===== src/rtl/fir_pkg.sv =====
// Shared types and reset coefficient set for the symmetric FIR filter.
// The default table is listed from the outermost tap pair inward, centre tap last.
package fir_pkg;

    typedef enum logic [1:0] {
        IDLE   = 2'd0,
        ACCUM  = 2'd1,
        OUTPUT = 2'd2
    } fir_state_e;

    localparam int DEFAULT_NUM = 16;

    localparam logic [7:0] DEFAULT_COEF [DEFAULT_NUM] = '{
        8'd3,  8'd4,  8'd6,  8'd8,  8'd12, 8'd17, 8'd23, 8'd29,
        8'd36, 8'd43, 8'd50, 8'd56, 8'd61, 8'd65, 8'd67, 8'd68
    };

    function automatic logic [7:0] default_coef(input int i);
        logic [7:0] c;
        c = 8'd0;
        if (i >= 0 && i < DEFAULT_NUM) begin
            c = DEFAULT_COEF[i[3:0]];
        end
        return c;
    endfunction

endpackage


===== src/rtl/fir_coef_bank.sv =====
// Unique-coefficient register file: reset loads the default low-pass set,
// writes land only while the filter is idle, and the read port is combinational.
module fir_coef_bank
    import fir_pkg::*;
#(
    parameter int NUNIQ  = 16,
    parameter int COEF_W = 8,
    parameter int AW     = $clog2(NUNIQ)
) (
    input  logic              clk,
    input  logic              reset,
    input  logic              idle_i,
    input  logic              we_i,
    input  logic [AW-1:0]     addr_i,
    input  logic [COEF_W-1:0] data_i,
    input  logic [AW-1:0]     rd_idx_i,
    output logic [COEF_W-1:0] rd_coef_o
);

    logic [COEF_W-1:0] c_q [NUNIQ];
    logic [COEF_W-1:0] c_d [NUNIQ];

    // Addresses at or above NUNIQ match no entry and are dropped.
    always_comb begin
        for (int i = 0; i < NUNIQ; i++) begin
            c_d[i] = c_q[i];
            if (idle_i && we_i && (addr_i == AW'(i))) begin
                c_d[i] = data_i;
            end
        end
    end

    always_ff @(posedge clk or posedge reset) begin
        if (reset) begin
            for (int i = 0; i < NUNIQ; i++) begin
                c_q[i] <= COEF_W'(default_coef(i));
            end
        end else begin
            for (int i = 0; i < NUNIQ; i++) begin
                c_q[i] <= c_d[i];
            end
        end
    end

    assign rd_coef_o = c_q[rd_idx_i];

endmodule


===== src/rtl/fir_mac_filter.sv =====
// Symmetric FIR with one shared multiplier: each accepted sample is folded
// one tap pair per clock into an accumulator, then shifted and saturated.
module fir_mac_filter
    import fir_pkg::*;
#(
    parameter  int DATA_W     = 10,
    parameter  int COEF_W     = 8,
    parameter  int TAPS       = 31,
    parameter  int FRAC_SHIFT = 10,
    localparam int NUNIQ      = (TAPS + 1) / 2,
    localparam int AW         = $clog2(NUNIQ)
) (
    input  logic              clk,
    input  logic              reset,
    input  logic              in_valid,
    input  logic [DATA_W-1:0] in_sample,
    output logic              in_ready,
    input  logic              coef_we,
    input  logic [AW-1:0]     coef_addr,
    input  logic [COEF_W-1:0] coef_data,
    output logic              out_valid,
    output logic [DATA_W-1:0] out_sample,
    output logic              overrun,
    output logic [1:0]        dbg_state_o
);

    localparam int TIW    = $clog2(TAPS);
    localparam int PSUM_W = DATA_W + 1;
    localparam int PROD_W = DATA_W + 1 + COEF_W;
    localparam int ACC_W  = PROD_W + $clog2(NUNIQ);

    fir_state_e state_q, state_d;

    logic accept;
    logic accum_en;
    logic out_en;
    logic last_idx;

    logic [DATA_W-1:0] v_q [TAPS];
    logic [DATA_W-1:0] v_d [TAPS];
    logic [ACC_W-1:0]  acc_q, acc_d;
    logic [AW-1:0]     idx_q, idx_d;
    logic              out_valid_q, out_valid_d;
    logic [DATA_W-1:0] out_sample_q, out_sample_d;
    logic              overrun_q, overrun_d;

    logic [COEF_W-1:0] coef;
    logic [TIW-1:0]    near_idx;
    logic [TIW-1:0]    far_idx;
    logic [DATA_W-1:0] near_val;
    logic [DATA_W-1:0] far_val;
    logic [PSUM_W-1:0] pair_sum;
    logic [PROD_W-1:0] product;
    logic [ACC_W-1:0]  shifted;
    logic [DATA_W-1:0] sat_val;

    assign last_idx = (idx_q == AW'(NUNIQ - 1));

    // Handshake: a sample transfers on any edge where in_valid and in_ready are
    // both high; in_ready depends only on the state register, and in_valid
    // while in_ready is low loses the sample and latches overrun.

    always_ff @(posedge clk or posedge reset) begin
        if (reset) begin
            state_q <= IDLE;
        end else begin
            state_q <= state_d;
        end
    end

    always_comb begin
        state_d = state_q;
        case (state_q)
            IDLE:    if (in_valid) state_d = ACCUM;
            ACCUM:   if (last_idx) state_d = OUTPUT;
            OUTPUT:  state_d = IDLE;
            default: state_d = IDLE;
        endcase
    end

    always_comb begin
        in_ready = 1'b0;
        accum_en = 1'b0;
        out_en   = 1'b0;
        case (state_q)
            IDLE:    in_ready = 1'b1;
            ACCUM:   accum_en = 1'b1;
            OUTPUT:  out_en   = 1'b1;
            default: in_ready = 1'b0;
        endcase
    end

    assign accept      = in_ready & in_valid;
    assign dbg_state_o = state_q;

    fir_coef_bank #(
        .NUNIQ  (NUNIQ),
        .COEF_W (COEF_W),
        .AW     (AW)
    ) u_coef_bank (
        .clk       (clk),
        .reset     (reset),
        .idle_i    (in_ready),
        .we_i      (coef_we),
        .addr_i    (coef_addr),
        .data_i    (coef_data),
        .rd_idx_i  (idx_q),
        .rd_coef_o (coef)
    );

    always_comb begin
        for (int i = 0; i < TAPS; i++) begin
            v_d[i] = v_q[i];
        end
        if (accept) begin
            v_d[0] = in_sample;
            for (int i = 1; i < TAPS; i++) begin
                v_d[i] = v_q[i-1];
            end
        end
    end

    // The centre tap has no mirror partner, so its second operand is forced to zero.
    assign near_idx = TIW'(idx_q);
    assign far_idx  = TIW'(TAPS - 1) - TIW'(idx_q);
    assign near_val = v_q[near_idx];
    assign far_val  = last_idx ? '0 : v_q[far_idx];
    assign pair_sum = PSUM_W'(near_val) + PSUM_W'(far_val);
    assign product  = PROD_W'(coef) * PROD_W'(pair_sum);

    assign shifted  = acc_q >> FRAC_SHIFT;
    assign sat_val  = (|shifted[ACC_W-1:DATA_W]) ? '1 : shifted[DATA_W-1:0];

    always_comb begin
        acc_d = acc_q;
        idx_d = idx_q;
        if (accept) begin
            acc_d = '0;
            idx_d = '0;
        end else if (accum_en) begin
            acc_d = acc_q + ACC_W'(product);
            idx_d = idx_q + AW'(1);
        end
    end

    always_comb begin
        out_valid_d  = out_en;
        out_sample_d = out_en ? sat_val : out_sample_q;
        overrun_d    = overrun_q | (in_valid & ~in_ready);
    end

    always_ff @(posedge clk or posedge reset) begin
        if (reset) begin
            for (int i = 0; i < TAPS; i++) begin
                v_q[i] <= '0;
            end
            acc_q        <= '0;
            idx_q        <= '0;
            out_valid_q  <= 1'b0;
            out_sample_q <= '0;
            overrun_q    <= 1'b0;
        end else begin
            for (int i = 0; i < TAPS; i++) begin
                v_q[i] <= v_d[i];
            end
            acc_q        <= acc_d;
            idx_q        <= idx_d;
            out_valid_q  <= out_valid_d;
            out_sample_q <= out_sample_d;
            overrun_q    <= overrun_d;
        end
    end

    assign out_valid  = out_valid_q;
    assign out_sample = out_sample_q;
    assign overrun    = overrun_q;

endmodule


===== config.mk =====
export PLATFORM = sky130hd
export DESIGN_NAME = fir_mac_filter
export DESIGN_NICKNAME = d
export VERILOG_FILES = /design/src/rtl/fir_pkg.sv /design/src/rtl/fir_coef_bank.sv /design/src/rtl/fir_mac_filter.sv
export SDC_FILE = /design/constraint.sdc
export NUM_CORES = 2
export LEC_CHECK = 0
export BUFFER_PORTS_ARGS = -buffer_cell sky130_fd_sc_hd__buf_2
export CAP_MARGIN = 20
export CORE_UTILIZATION = 65
export DETAILED_ROUTE_END_ITERATION = 7
export PLACE_DENSITY = 0.9
export RECOVER_POWER = 100
export SKIP_LAST_GASP = 1
export SLEW_MARGIN = 10
export SYNTH_ARGS = -nofsm -noshare
export SYNTH_HDL_FRONTEND = slang
export SYNTH_HIERARCHICAL = 1
export SYNTH_SLANG_ARGS = --single-unit

===== constraint.sdc =====
create_clock -name clk -period 21.8 [get_ports clk]
set_input_delay 0 -clock clk [delete_from_list [all_inputs] [get_ports clk]]
set_output_delay 0 -clock clk [all_outputs]
set_load 0.01 [all_outputs]

==> run_summary.xml <==
<?xml version="1.0" encoding="UTF-8"?>
<metrics>
  <group name="synthesis">
    <metric name="synth_enable_flop_cells" unit="">0</metric>
    <metric name="syn_area_per_cell" unit="um^2">10.1</metric>
    <metric name="post_synth_inst_count" unit="">2631</metric>
    <metric name="seq_area_frac_synth" unit="%">45.1</metric>
    <metric name="yosys_register_bits" unit="">479</metric>
    <metric name="postSynthNetCount" unit="">2785</metric>
    <metric name="synthesis.yosys.warnings" unit="">6</metric>
    <metric name="netlist-cell-type-count" unit="">66</metric>
    <metric name="synthFlopType" unit="">sky130_fd_sc_hd__dfrtp_1</metric>
    <metric name="synth-async-reset-ratio" unit="%">100</metric>
    <metric name="syn-cell-area" unit="um^2">26700</metric>
  </group>
  <group name="clocking">
    <metric name="cts.root.buffer_cell" unit="">sky130_fd_sc_hd__clkbuf_16</metric>
    <metric name="ctsHtreeMaxLevel" unit="">2</metric>
    <metric name="setup_repair_bufs_after_cts" unit="">0</metric>
    <metric name="clkSinkCount" unit="">479</metric>
    <metric name="worst_setup_hold_path_clk_slew" unit="ns">0.06</metric>
    <metric name="clock_path_buffers" unit="">3</metric>
    <metric name="clk_latency" unit="ns">0.60</metric>
    <metric name="tritoncts" unit="">done</metric>
    <metric name="tritoncts.num_buffers" unit="">48</metric>
  </group>
  <group name="power_and_ir_drop">
    <metric name="worst_ir_drop_vdd" unit="mV">0.198</metric>
    <metric name="leakagePower" unit="nW">14.5</metric>
    <metric name="net-switching-power" unit="mW">2.00</metric>
    <metric name="swShare" unit="%">43.6</metric>
    <metric name="power.share.clock" unit="%">18.8</metric>
    <metric name="pwr_dens" unit="nW/um^2">159</metric>
    <metric name="report.power.total" unit="mW">4.59</metric>
    <metric name="seqPwrFrac" unit="%">27.5</metric>
    <metric name="pwr-share-comb" unit="%">53.6</metric>
    <metric name="internal_power" unit="mW">2.59</metric>
  </group>
  <group name="sta">
    <metric name="final_min_period_over_clock_period" unit="%">60.8</metric>
    <metric name="layout_min_cycle_time" unit="ns">13.25</metric>
    <metric name="max_clock_freq" unit="GHz">0.0755</metric>
    <metric name="final_max_slew_viol_count" unit="">1128</metric>
    <metric name="timing.hold.ws" unit="ns">0.150</metric>
    <metric name="setup_violations" unit="">0</metric>
    <metric name="tightest_slew" unit="ns">9.80</metric>
    <metric name="timing.max_slew.rel_slack" unit="%">-553</metric>
    <metric name="rsz0062_at_grt" unit="">false</metric>
    <metric name="timing.clock.skew" unit="ns">0.0276</metric>
    <metric name="timing.setup.tns" unit="ns">0</metric>
    <metric name="final_hold_violating_endpoints" unit="">0</metric>
  </group>
  <group name="flow_run">
    <metric name="max-cap-violations" unit="">14</metric>
  </group>
  <group name="drt">
    <metric name="number_of_remaining_drc_errors" unit="">3</metric>
    <metric name="detailroute.via_count" unit="">19900</metric>
    <metric name="number_of_search_and_repair_iterations_in_the_first_detailed_routing_pass" unit="">8</metric>
    <metric name="mean_routed_wirelength_per_cell" unit="um">20.1</metric>
    <metric name="ant_nets" unit="">0</metric>
    <metric name="drt_first_iter_violations" unit="">2352</metric>
    <metric name="drt_wl_total" unit="mm">63.7</metric>
    <metric name="route.detailed.vias_per_inst" unit="">6.27</metric>
  </group>
  <group name="floorplan">
    <metric name="die-area" unit="um^2">41900</metric>
    <metric name="floorplan.die.height" unit="um">205</metric>
    <metric name="effective_utilization_at_floorplan" unit="%">66.6</metric>
    <metric name="placementRows" unit="">73</metric>
    <metric name="fp.coreArea" unit="um^2">40100</metric>
    <metric name="die_width" unit="um">205</metric>
    <metric name="boundaryPins" unit="">41</metric>
  </group>
  <group name="global_routing">
    <metric name="grtUsageTotal" unit="%">31.2</metric>
    <metric name="grt_max_degree" unit="">194</metric>
    <metric name="grt_first_pass_wirelength" unit="mm">103</metric>
    <metric name="grt_pass1_vias" unit="">19900</metric>
    <metric name="number_of_antenna_violations_at_the_first_check_in_global_routing" unit="">0</metric>
    <metric name="grt_remaining_overflow" unit="">0</metric>
  </group>
  <group name="layout">
    <metric name="area_delta_synth_final" unit="%">7.79</metric>
    <metric name="fill_cells" unit="">2511</metric>
    <metric name="share_of_final_layout_standard_cells_stronger_than_drive_strength_1" unit="%">15.6</metric>
    <metric name="layout_common_cells" unit="">sky130_fd_sc_hd__nand2_1, sky130_fd_sc_hd__dfrtp_1, sky130_fd_sc_hd__mux2_2</metric>
    <metric name="postLayoutCellArea" unit="um^2">28800</metric>
    <metric name="num_antenna_cells" unit="">0</metric>
    <metric name="fin_nets" unit="">2753</metric>
    <metric name="post_layout_nonfiller_instances" unit="">3164</metric>
    <metric name="mostFrequentLayoutCell" unit="">sky130_fd_sc_hd__nand2_1</metric>
  </group>
  <group name="worst_setup_path">
    <metric name="slowest_stage" unit="">sky130_fd_sc_hd__dfrtp_1</metric>
    <metric name="critical-path-max-stage-delay" unit="ns">2.05</metric>
    <metric name="rr_worst_depth" unit="">28</metric>
    <metric name="critical_path_maximum_fanout" unit="">55</metric>
    <metric name="r2r_slack" unit="ns">8.55</metric>
    <metric name="timing.critical_path.from_type" unit="">flip-flop</metric>
    <metric name="reg2reg_from" unit="">idx_q[0]</metric>
    <metric name="timing.critical_path.arrival" unit="ns">13.76</metric>
    <metric name="cpMostUsedCell" unit="">sky130_fd_sc_hd__fa_1</metric>
    <metric name="cp_data_required_time" unit="ns">22.31</metric>
    <metric name="endpoint_kind" unit="">flip-flop</metric>
    <metric name="crit_start" unit="">idx_q[0]</metric>
    <metric name="timing.setup.critical_path_class" unit="">reg2reg</metric>
  </group>
  <group name="place">
    <metric name="gpl_wtd_cong" unit="">0.923</metric>
    <metric name="place.port_buffers" unit="">40</metric>
    <metric name="detailed_place_hpwl" unit="mm">39.2</metric>
    <metric name="placedInstanceArea" unit="um^2">27000</metric>
    <metric name="dp_cells" unit="">3052</metric>
  </group>
  <group name="min_path">
    <metric name="timing.hold.worst.class" unit="">in2reg</metric>
    <metric name="hold_start" unit="">in_sample[4]</metric>
    <metric name="timing.hold.worst_path_depth" unit="">4</metric>
  </group>
  <group name="outcome">
    <metric name="run_status" unit="">finished, violations left</metric>
    <metric name="failed_checks" unit="">DRC, capacitance limit, slew limit</metric>
  </group>
</metrics>
synth_stat cells (all sizes together) (7+ instances only):
cell,count,area share (%)
a211oi,7,0.20
a21oi,23,0.50
a22oi,24,0.67
and2,51,1.2
and3,10,0.23
buf,60,1.3
clkbuf,103,1.4
dfrtp,437,41
dfstp,42,4.1
fa,72,5.4
ha,56,2.6
inv,112,1.6
mux2,131,5.5
mux2i,28,1.0
mux4,130,11
nand2,1051,15
nand2b,20,0.47
nand3,53,0.99
nor2,28,0.48
nor2b,20,0.47
o211ai,16,0.45
o21ai,42,0.80
o221ai,9,0.30
o22a,10,0.33
o31ai,7,0.20
xnor2,18,0.62
final timing paths:
check | to
setup / recovery | acc_q[22]
hold / removal | v_q[304]
setup reg to reg | acc_q[22]
hold reg to reg | overrun
max in group asynchronous | v_q[154]
min in group asynchronous | u_coef_bank/c_q[104]
cells by family after synthesis:
logic type / count (synthesis) / synth area share [%]
AND/OR/NAND/NOR: 1258 / 19.3
flip-flops: 479 / 45.1
multiplexers: 289 / 17.7
buffers and inverters: 276 / 4.30
AO/OA/AOI/OAI: 178 / 4.71
adder cells (fa/ha/maj): 128 / 8.02
XOR/XNOR: 23 / 0.811
state kept, by name, indices dropped and copies added (netlist names):
signal and flops:
idx_q 4, out_sample 10, dbg_state_o 2, v_q 310, overrun 1, out_valid 1, acc_q 23, u_coef_bank/c_q 128
area by class of cell:
class                      instances  area [um^2]  share of cell area [%]
multi-input combinational       1876        13500                    46.9
sequential                       479        12000                    41.8
clock buffer                      75         1470                    5.12
tap                              525          657                    2.28
timing repair buffer              81          500                    1.74
inverter                         113          427                    1.48
clock inverter                    15          186                   0.648
per-layer routing:
layer / vias to the layer above / wire length (um) / GRT usage [%]
met2: 916 / 31600 / 50.6
met3: 192 / 4570 / 5.25
met1: 10100 / 25100 / 41.9
met4: 0 / 2440 / 13.0
li1: 8689 / - / -
met5: - / 0 / 0
power groups by stage:
stage | Sequential [mW] | Combinational (mW) | Clock [mW]
2_1_floorplan | 1.19 | 1.93 | 0
3_3_place_gp | 1.25 | 2.27 | 0
3_5_place_dp | 1.27 | 2.39 | 0
4_1_cts | 1.26 | 2.44 | 0.867
5_1_grt | 1.29 | 2.71 | 0.902
6_report | 1.26 | 2.46 | 0.864
critical path, delay by kind of cell, from the launching register on:
kind                     cells  cell delay [ns]
adder cells (fa/ha/maj)      8             3.70
buffers and inverters        6             3.42
AO/OA/AOI/OAI               10             3.16
flip-flops                   1             2.05
multiplexers                 2             0.63
AND/OR/NAND/NOR              2             0.15
through the flow:
stage | setup slack (ns) | utilization (%)
after floorplan | 12.06 | -
after global placement | 12.77 | 67.4
after detailed placement | 12.48 | 67.4
after CTS | 12.37 | 72.1
after global routing | 6.95 | 71.8
final | 8.55 | 71.8
repair_timing:
| action | in CTS | in global routing |
|---|---|---|
| gates resized for setup | 0 | 0 |
| endpoints found under the hold margin | 296 | 0 |
| hold buffers | 20 | 0 |
Power figures use the tool's default switching activity.
